--- config.mk ---
export PLATFORM = sky130hd
export DESIGN_NAME = cdb_arbiter
export DESIGN_NICKNAME = d
export VERILOG_FILES = /design/src/rtl/cdb_arbiter_pkg.sv /design/src/rtl/cdb_arbiter_rr_pick2.sv /design/src/rtl/cdb_arbiter.sv
export SDC_FILE = /design/constraint.sdc
export NUM_CORES = 1
export LEC_CHECK = 0
export ABC_AREA = 1
export CAP_MARGIN = 5
export CELL_PAD_IN_SITES_DETAIL_PLACEMENT = 1
export CELL_PAD_IN_SITES_GLOBAL_PLACEMENT = 1
export CORE_MARGIN = 3
export CORE_UTILIZATION = 29
export DETAILED_ROUTE_END_ITERATION = 8
export HOLD_SLACK_MARGIN = 0.15
export MAX_ROUTING_LAYER = met4
export PLACE_DENSITY_LB_ADDON = 0.1
export SYNTH_ARGS = -nofsm -noshare
export SYNTH_HDL_FRONTEND = slang
export SYNTH_HIERARCHICAL = 1
export SYNTH_SLANG_ARGS = --single-unit
--- constraint.sdc ---
create_clock -name clock -period 3.6 [get_ports clock]
set_clock_uncertainty 0.2 [all_clocks]
set_input_delay 0.72 -clock clock [delete_from_list [all_inputs] [get_ports clock]]
set_output_delay 0.72 -clock clock [all_outputs]
set_load 0.02 [all_outputs]
--- src/rtl/cdb_arbiter_pkg.sv ---
// Shared types and constants for the common-data-bus arbiter.
//   CDB        : one completion broadcast (valid + payload).
//   NUM_FU     : number of functional units competing for the buses.
//   FU_*       : requester index of each functional unit.
package cdb_arbiter_pkg;

    localparam int unsigned NUM_FU = 4;

    localparam logic [1:0] FU_ALU0   = 2'd0;
    localparam logic [1:0] FU_ALU1   = 2'd1;
    localparam logic [1:0] FU_MULT   = 2'd2;
    localparam logic [1:0] FU_BRANCH = 2'd3;

    typedef struct packed {
        logic        valid;
        logic [31:0] FU_result;
        logic [5:0]  PRN;
        logic [4:0]  ROB_index;
        logic        mispredict;
        logic        thread_id;
    } CDB;

endpackage

--- src/rtl/cdb_arbiter_rr_pick2.sv ---
// Combinational two-winner round-robin picker.
//   req          : per-FU request vector (held entries).
//   rr_ptr       : index with highest priority this cycle.
//   first/second : winning indices in rotation order starting at rr_ptr.
//   first_valid/second_valid : the corresponding winner exists.
//   grant        : one-hot-or-two-hot vector of the winners.
module rr_pick2
    import cdb_arbiter_pkg::*;
(
    input  logic [NUM_FU-1:0] req,
    input  logic [1:0]        rr_ptr,
    output logic [1:0]        first,
    output logic [1:0]        second,
    output logic              first_valid,
    output logic              second_valid,
    output logic [NUM_FU-1:0] grant
);

    logic [1:0] idx;

    always_comb begin
        first        = '0;
        second       = '0;
        first_valid  = 1'b0;
        second_valid = 1'b0;
        grant        = '0;
        idx          = '0;
        // Walk the ring starting at rr_ptr; the 2-bit index wraps naturally.
        for (int unsigned k = 0; k < NUM_FU; k++) begin
            idx = rr_ptr + 2'(k);
            if (req[idx]) begin
                if (!first_valid) begin
                    first       = idx;
                    first_valid = 1'b1;
                    grant[idx]  = 1'b1;
                end else if (!second_valid) begin
                    second       = idx;
                    second_valid = 1'b1;
                    grant[idx]   = 1'b1;
                end
            end
        end
    end

endmodule

--- src/rtl/cdb_arbiter.sv ---
// Schedules functional-unit completions onto two registered CDBs.
//   clock, reset        : clock; asynchronous active-low reset.
//   fu_result           : per-FU completion (valid = request).
//   fu_ready            : FU may present a new result this cycle.
//   branch_mispredict_* : flush all held results, suppress next CDB load.
//   CDB_0 / CDB_1       : first / second grant, registered.
//   held_valid_debug    : holding-register occupancy.
//   rr_ptr_debug        : current highest-priority FU index.
module cdb_arbiter
    import cdb_arbiter_pkg::*;
(
    input  logic              clock,
    input  logic              reset,
    input  CDB [NUM_FU-1:0]   fu_result,
    output logic [NUM_FU-1:0] fu_ready,
    input  logic              branch_mispredict_0,
    input  logic              branch_mispredict_1,
    output CDB                CDB_0,
    output CDB                CDB_1,
    output logic [NUM_FU-1:0] held_valid_debug,
    output logic [1:0]        rr_ptr_debug
);

    CDB [NUM_FU-1:0]   hold_q, hold_d;
    CDB                cdb0_q, cdb0_d;
    CDB                cdb1_q, cdb1_d;
    logic [1:0]        rr_ptr_q, rr_ptr_d;

    logic [NUM_FU-1:0] held_valid;
    logic [NUM_FU-1:0] grant;
    logic [1:0]        first, second;
    logic              first_valid, second_valid;
    logic              flush;

    always_comb begin
        held_valid = '0;
        for (int unsigned i = 0; i < NUM_FU; i++) begin
            held_valid[i] = hold_q[i].valid;
        end
    end

    rr_pick2 u_pick (
        .req          (held_valid),
        .rr_ptr       (rr_ptr_q),
        .first        (first),
        .second       (second),
        .first_valid  (first_valid),
        .second_valid (second_valid),
        .grant        (grant)
    );

    assign flush = branch_mispredict_0 | branch_mispredict_1;

    // A granted entry may be refilled in the same cycle it drains.
    assign fu_ready = ~held_valid | grant;

    always_comb begin
        hold_d = hold_q;
        for (int unsigned i = 0; i < NUM_FU; i++) begin
            if (grant[i]) begin
                hold_d[i].valid = 1'b0;
            end
            if (flush) begin
                hold_d[i].valid = 1'b0;
            end else if (fu_result[i].valid && fu_ready[i]) begin
                hold_d[i] = fu_result[i];
            end
        end
    end

    // Invalid outputs keep their previous payload; only valid drops.
    always_comb begin
        cdb0_d       = cdb0_q;
        cdb0_d.valid = 1'b0;
        cdb1_d       = cdb1_q;
        cdb1_d.valid = 1'b0;
        if (!flush && first_valid) begin
            cdb0_d       = hold_q[first];
            cdb0_d.valid = 1'b1;
        end
        if (!flush && second_valid) begin
            cdb1_d       = hold_q[second];
            cdb1_d.valid = 1'b1;
        end
    end

    always_comb begin
        rr_ptr_d = rr_ptr_q;
        if (!flush) begin
            if (second_valid) begin
                rr_ptr_d = second + 2'd1;
            end else if (first_valid) begin
                rr_ptr_d = first + 2'd1;
            end
        end
    end

    always_ff @(posedge clock or negedge reset) begin
        if (!reset) begin
            hold_q   <= '0;
            cdb0_q   <= '0;
            cdb1_q   <= '0;
            rr_ptr_q <= '0;
        end else begin
            hold_q   <= hold_d;
            cdb0_q   <= cdb0_d;
            cdb1_q   <= cdb1_d;
            rr_ptr_q <= rr_ptr_d;
        end
    end

    assign CDB_0            = cdb0_q;
    assign CDB_1            = cdb1_q;
    assign held_valid_debug = held_valid;
    assign rr_ptr_debug     = rr_ptr_q;

endmodule

==> results.json <==
{
  "tritoncts": "done",
  "critical_path.max_stage_delay_ns": 0.42,
  "arrival_time_of_the_worst_setup_path_ns": 2.49,
  "worst-slew-pin-transition_ns": 0.821,
  "area_delta_synth_final_pct": 34.2,
  "vias": 14300,
  "p_leak_nw": 10.9,
  "hpwlAfterDp_um": 38200,
  "numPortBuffers": 289,
  "timing_worst_setup_path_type": "reg2out",
  "grt_pass1_vias": 15200,
  "design.core.area_sq_mm": 0.0505,
  "globalRouteTotalUtil": 0.222,
  "numPlacedInstances": 3060,
  "detail_route.vias_per_cell": 4.57,
  "timing.critical_path.depth": 12,
  "timing.critical_path.fanout_max": 7,
  "critical_path.slowest_cell": "dfrtp_2",
  "finalWorstPathRequiredPeriod_ns": 3.41,
  "setup_repair_after_global_routing_missed_its_margin": "no",
  "min-delay-path-class": "reg2reg",
  "htree_num_levels": 2,
  "synth_cell_types": 29,
  "place_ws_ns": 0.157,
  "postSynthNetCount": 2369,
  "timing.critical_path.buf_inv": 4,
  "outcome": "complete, no violations",
  "grt_max_degree": 92,
  "fillCellCount": 6264,
  "timing.critical_path.to_type": "output port",
  "portion_of_the_clock_cycle_consumed_by_the_worst_path_in_the_final_layout": 0.947,
  "final.setup.worst_slack_ns": 0.192,
  "postCtsSetupRepairBufs": 0,
  "row_count": 82,
  "setup-tns-final_ns": 0,
  "synth_cells": 2173,
  "place.gp.congestion": 0.778,
  "gr-total-overflow": 0,
  "cts_inserted_buffers": 35,
  "worst_voltage_drop_across_the_vdd_grid_uv": 875,
  "hold_violations": 0,
  "synth_warn": 6,
  "cts-root-to-sink-buffers": 3,
  "antenna_found_initial": 0,
  "total_detailed_routing_wirelength_um": 58200,
  "worstRegToRegCells": 15,
  "cp_data_required_time_ns": 2.68,
  "die_w_um": 233,
  "finalNetCount": 2622,
  "drv_slew": 0,
  "pin_count": 290,
  "die_area_sq_mm": 0.0542,
  "worst_hold_path.num_cells": 2,
  "clkLatencyLatePin_ns": 0.54,
  "synthesis.area_sq_mm": 0.0149,
  "worst_setup_hold_path_clk_slew_ns": 0.06,
  "clk_root_buffer_cell": "clkbuf_16",
  "initial_utilization": 0.295,
  "final-instance-count-excl-fill": 3123,
  "multiInputGateArea_sq_mm": 0.00603,
  "start_kind": "flop",
  "post_drt_wl_per_cell_um": 18.6,
  "cp_top_family": "simple AND/OR/NAND/NOR gates",
  "grt_first_pass_wirelength_um": 90000,
  "dieHeight_um": 233,
  "antennaDiodeCount": 0,
  "drive_gt1_frac": 0.0608,
  "drc_errors": 0,
  "cts.sink_count": 278,
  "fmax_ghz": 0.293,
  "cap_violations": 0,
  "timing.max_slew.rel_slack": 0.453,
  "pwr_cell_area_mw_per_mm2": 929,
  "synth_seq_cells": 278,
  "fin_total_pwr_mw": 18.6,
  "regArea_sq_mm": 0.00696,
  "detailedRoute.firstPassIterationCount": 6,
  "avgSynthCellArea_sq_um": 6.86,
  "report.final.setup_viol": 0,
  "yosysSeqAreaShare": 0.467,
  "timing.critical_path.cells": "inv_8, ha_1, inv_4, nand3_2, o21ai_4, nand2_1, nand2_2, nand2_2, o31ai_1, inv_1, nand2_1, buf_4",
  "residual_antenna_violating_net_count_after_detailed_routing": 0,
  "drt_iter0_drc": 781
}
==> metrics by stage <==
step	area [sq um]	hold slack [ns]	utilization
2_1_floorplan	14900	0.224	-
3_3_place_gp	18800	0.262	0.372
3_5_place_dp	18800	0.268	0.372
4_1_cts	20000	0.283	0.396
5_1_grt	20000	0.302	0.396
6_report	20000	0.278	0.396
==> registers in the layout (all words and copies together), names as in the netlist <==
name / flops
hold_q: 180
CDB_0: 46
CDB_1: 46
held_valid_debug: 4
rr_ptr_debug: 2
==> metal layers <==
metal,vias to the layer above,track usage,wire (um)
met5,-,-,0
met4,0,0.0566,1150
met3,69,0.0273,2130
met2,262,0.362,27500
met1,6952,0.293,27400
li1,6996,-,-
==> placed cells by master, fill, tap and decap left out, types with 2 or more instances in the layout <==
cell	Yosys	routed
buf_4	4	24
clkbuf_16	0	35
nand3_2	6	3
o21ai_4	1	2
o21ai_1	20	19
bufinv_16	0	6
clkbuf_8	0	8
dfrtp_1	278	277
ha_1	8	8
clkinv_2	0	3
nor2_4	2	3
nand3_4	0	4
nand3_1	188	187
o21ai_0	169	169
clkbuf_1	63	9
nand2_1	953	948
inv_4	0	4
o31ai_1	4	4
inv_1	384	383
inv_2	10	7
nand2_4	6	6
nor2_1	3	3
buf_12	0	20
a21oi_4	1	2
nand2_2	11	16
clkdlybuf4s50_1	0	284
a21oi_1	5	4
a31oi_1	4	4
==> worst register-to-register path, stage by stage (launching register included) <==
cell      delay (ns)
dfrtp_2         0.42
inv_8           0.03
ha_1            0.33
inv_4           0.13
nand3_2         0.11
o21ai_4         0.11
nand3_2         0.12
inv_1           0.13
nand2_1         0.07
o211ai_1        0.24
buf_4           0.18
buf_4           0.56
nand3_1         0.17
nand2_1         0.11
nand2_1         0.11
nand2_1         0.09
==> final cells by class <==
cell class | instances | share of cell area
clock buffer | 52 | 0.0510
clock inverter | 10 | 0.0102
inverter | 395 | 0.0750
multi-input combinational | 1386 | 0.302
sequential | 278 | 0.348
tap | 672 | 0.0420
timing repair buffer | 330 | 0.172
==> synth_stat cells, drive strengths merged <==
library cell / number / area share
clkbuf: 63 / 0.016
nor2: 6 / 0.0027
o21ai: 190 / 0.065
a31oi: 4 / 0.0017
nand3: 194 / 0.067
o31ai: 4 / 0.0020
a21oi: 7 / 0.0034
dfrtp: 278 / 0.47
buf: 51 / 0.018
inv: 395 / 0.10
ha: 8 / 0.0067
a32oi: 1 / 0.00059
o211ai: 1 / 0.00050
nand2: 971 / 0.25
==> cell families after synthesis <==
family | synth area share
AOI/OAI and AO/OA | 0.0727
adders and majority gates | 0.00671
buffers and inverters | 0.134
DFF | 0.467
and+or+nand+nor | 0.320
==> report_power, final <==
part / internal, mW / switching (mW) / total [mW]
registers: 4.05 / 0.552 / 4.60
logic: 3.51 / 6.65 / 10.2
clock network: 2.39 / 1.44 / 3.83
total: 9.95 / 8.64 / 18.6
==> worst paths after layout <==
path	startpoint	to	slack [ns]
max	rr_ptr_debug[0]$_DFFE_PN0P_	fu_ready[3]	0.19
min	CDB_0[30]$_DFFE_PN0P_	CDB_0[30]$_DFFE_PN0P_	0.28
max reg2reg	rr_ptr_debug[0]$_DFFE_PN0P_	CDB_0[35]$_DFFE_PN0P_	0.43
min reg2reg	CDB_0[30]$_DFFE_PN0P_	CDB_0[30]$_DFFE_PN0P_	0.28
max in group asynchronous	reset	CDB_0[35]$_DFFE_PN0P_	1.74
min in group asynchronous	reset	CDB_1[4]$_DFFE_PN0P_	0.56
==> timing repair <==
item,4_1_cts,5_1_grt
resized for setup,17,9
endpoints found under the hold margin,73,0
hold buffers,1,0
endpoints found under the setup margin,4,4
No activity file was read; power rests on OpenSTA's default activity.
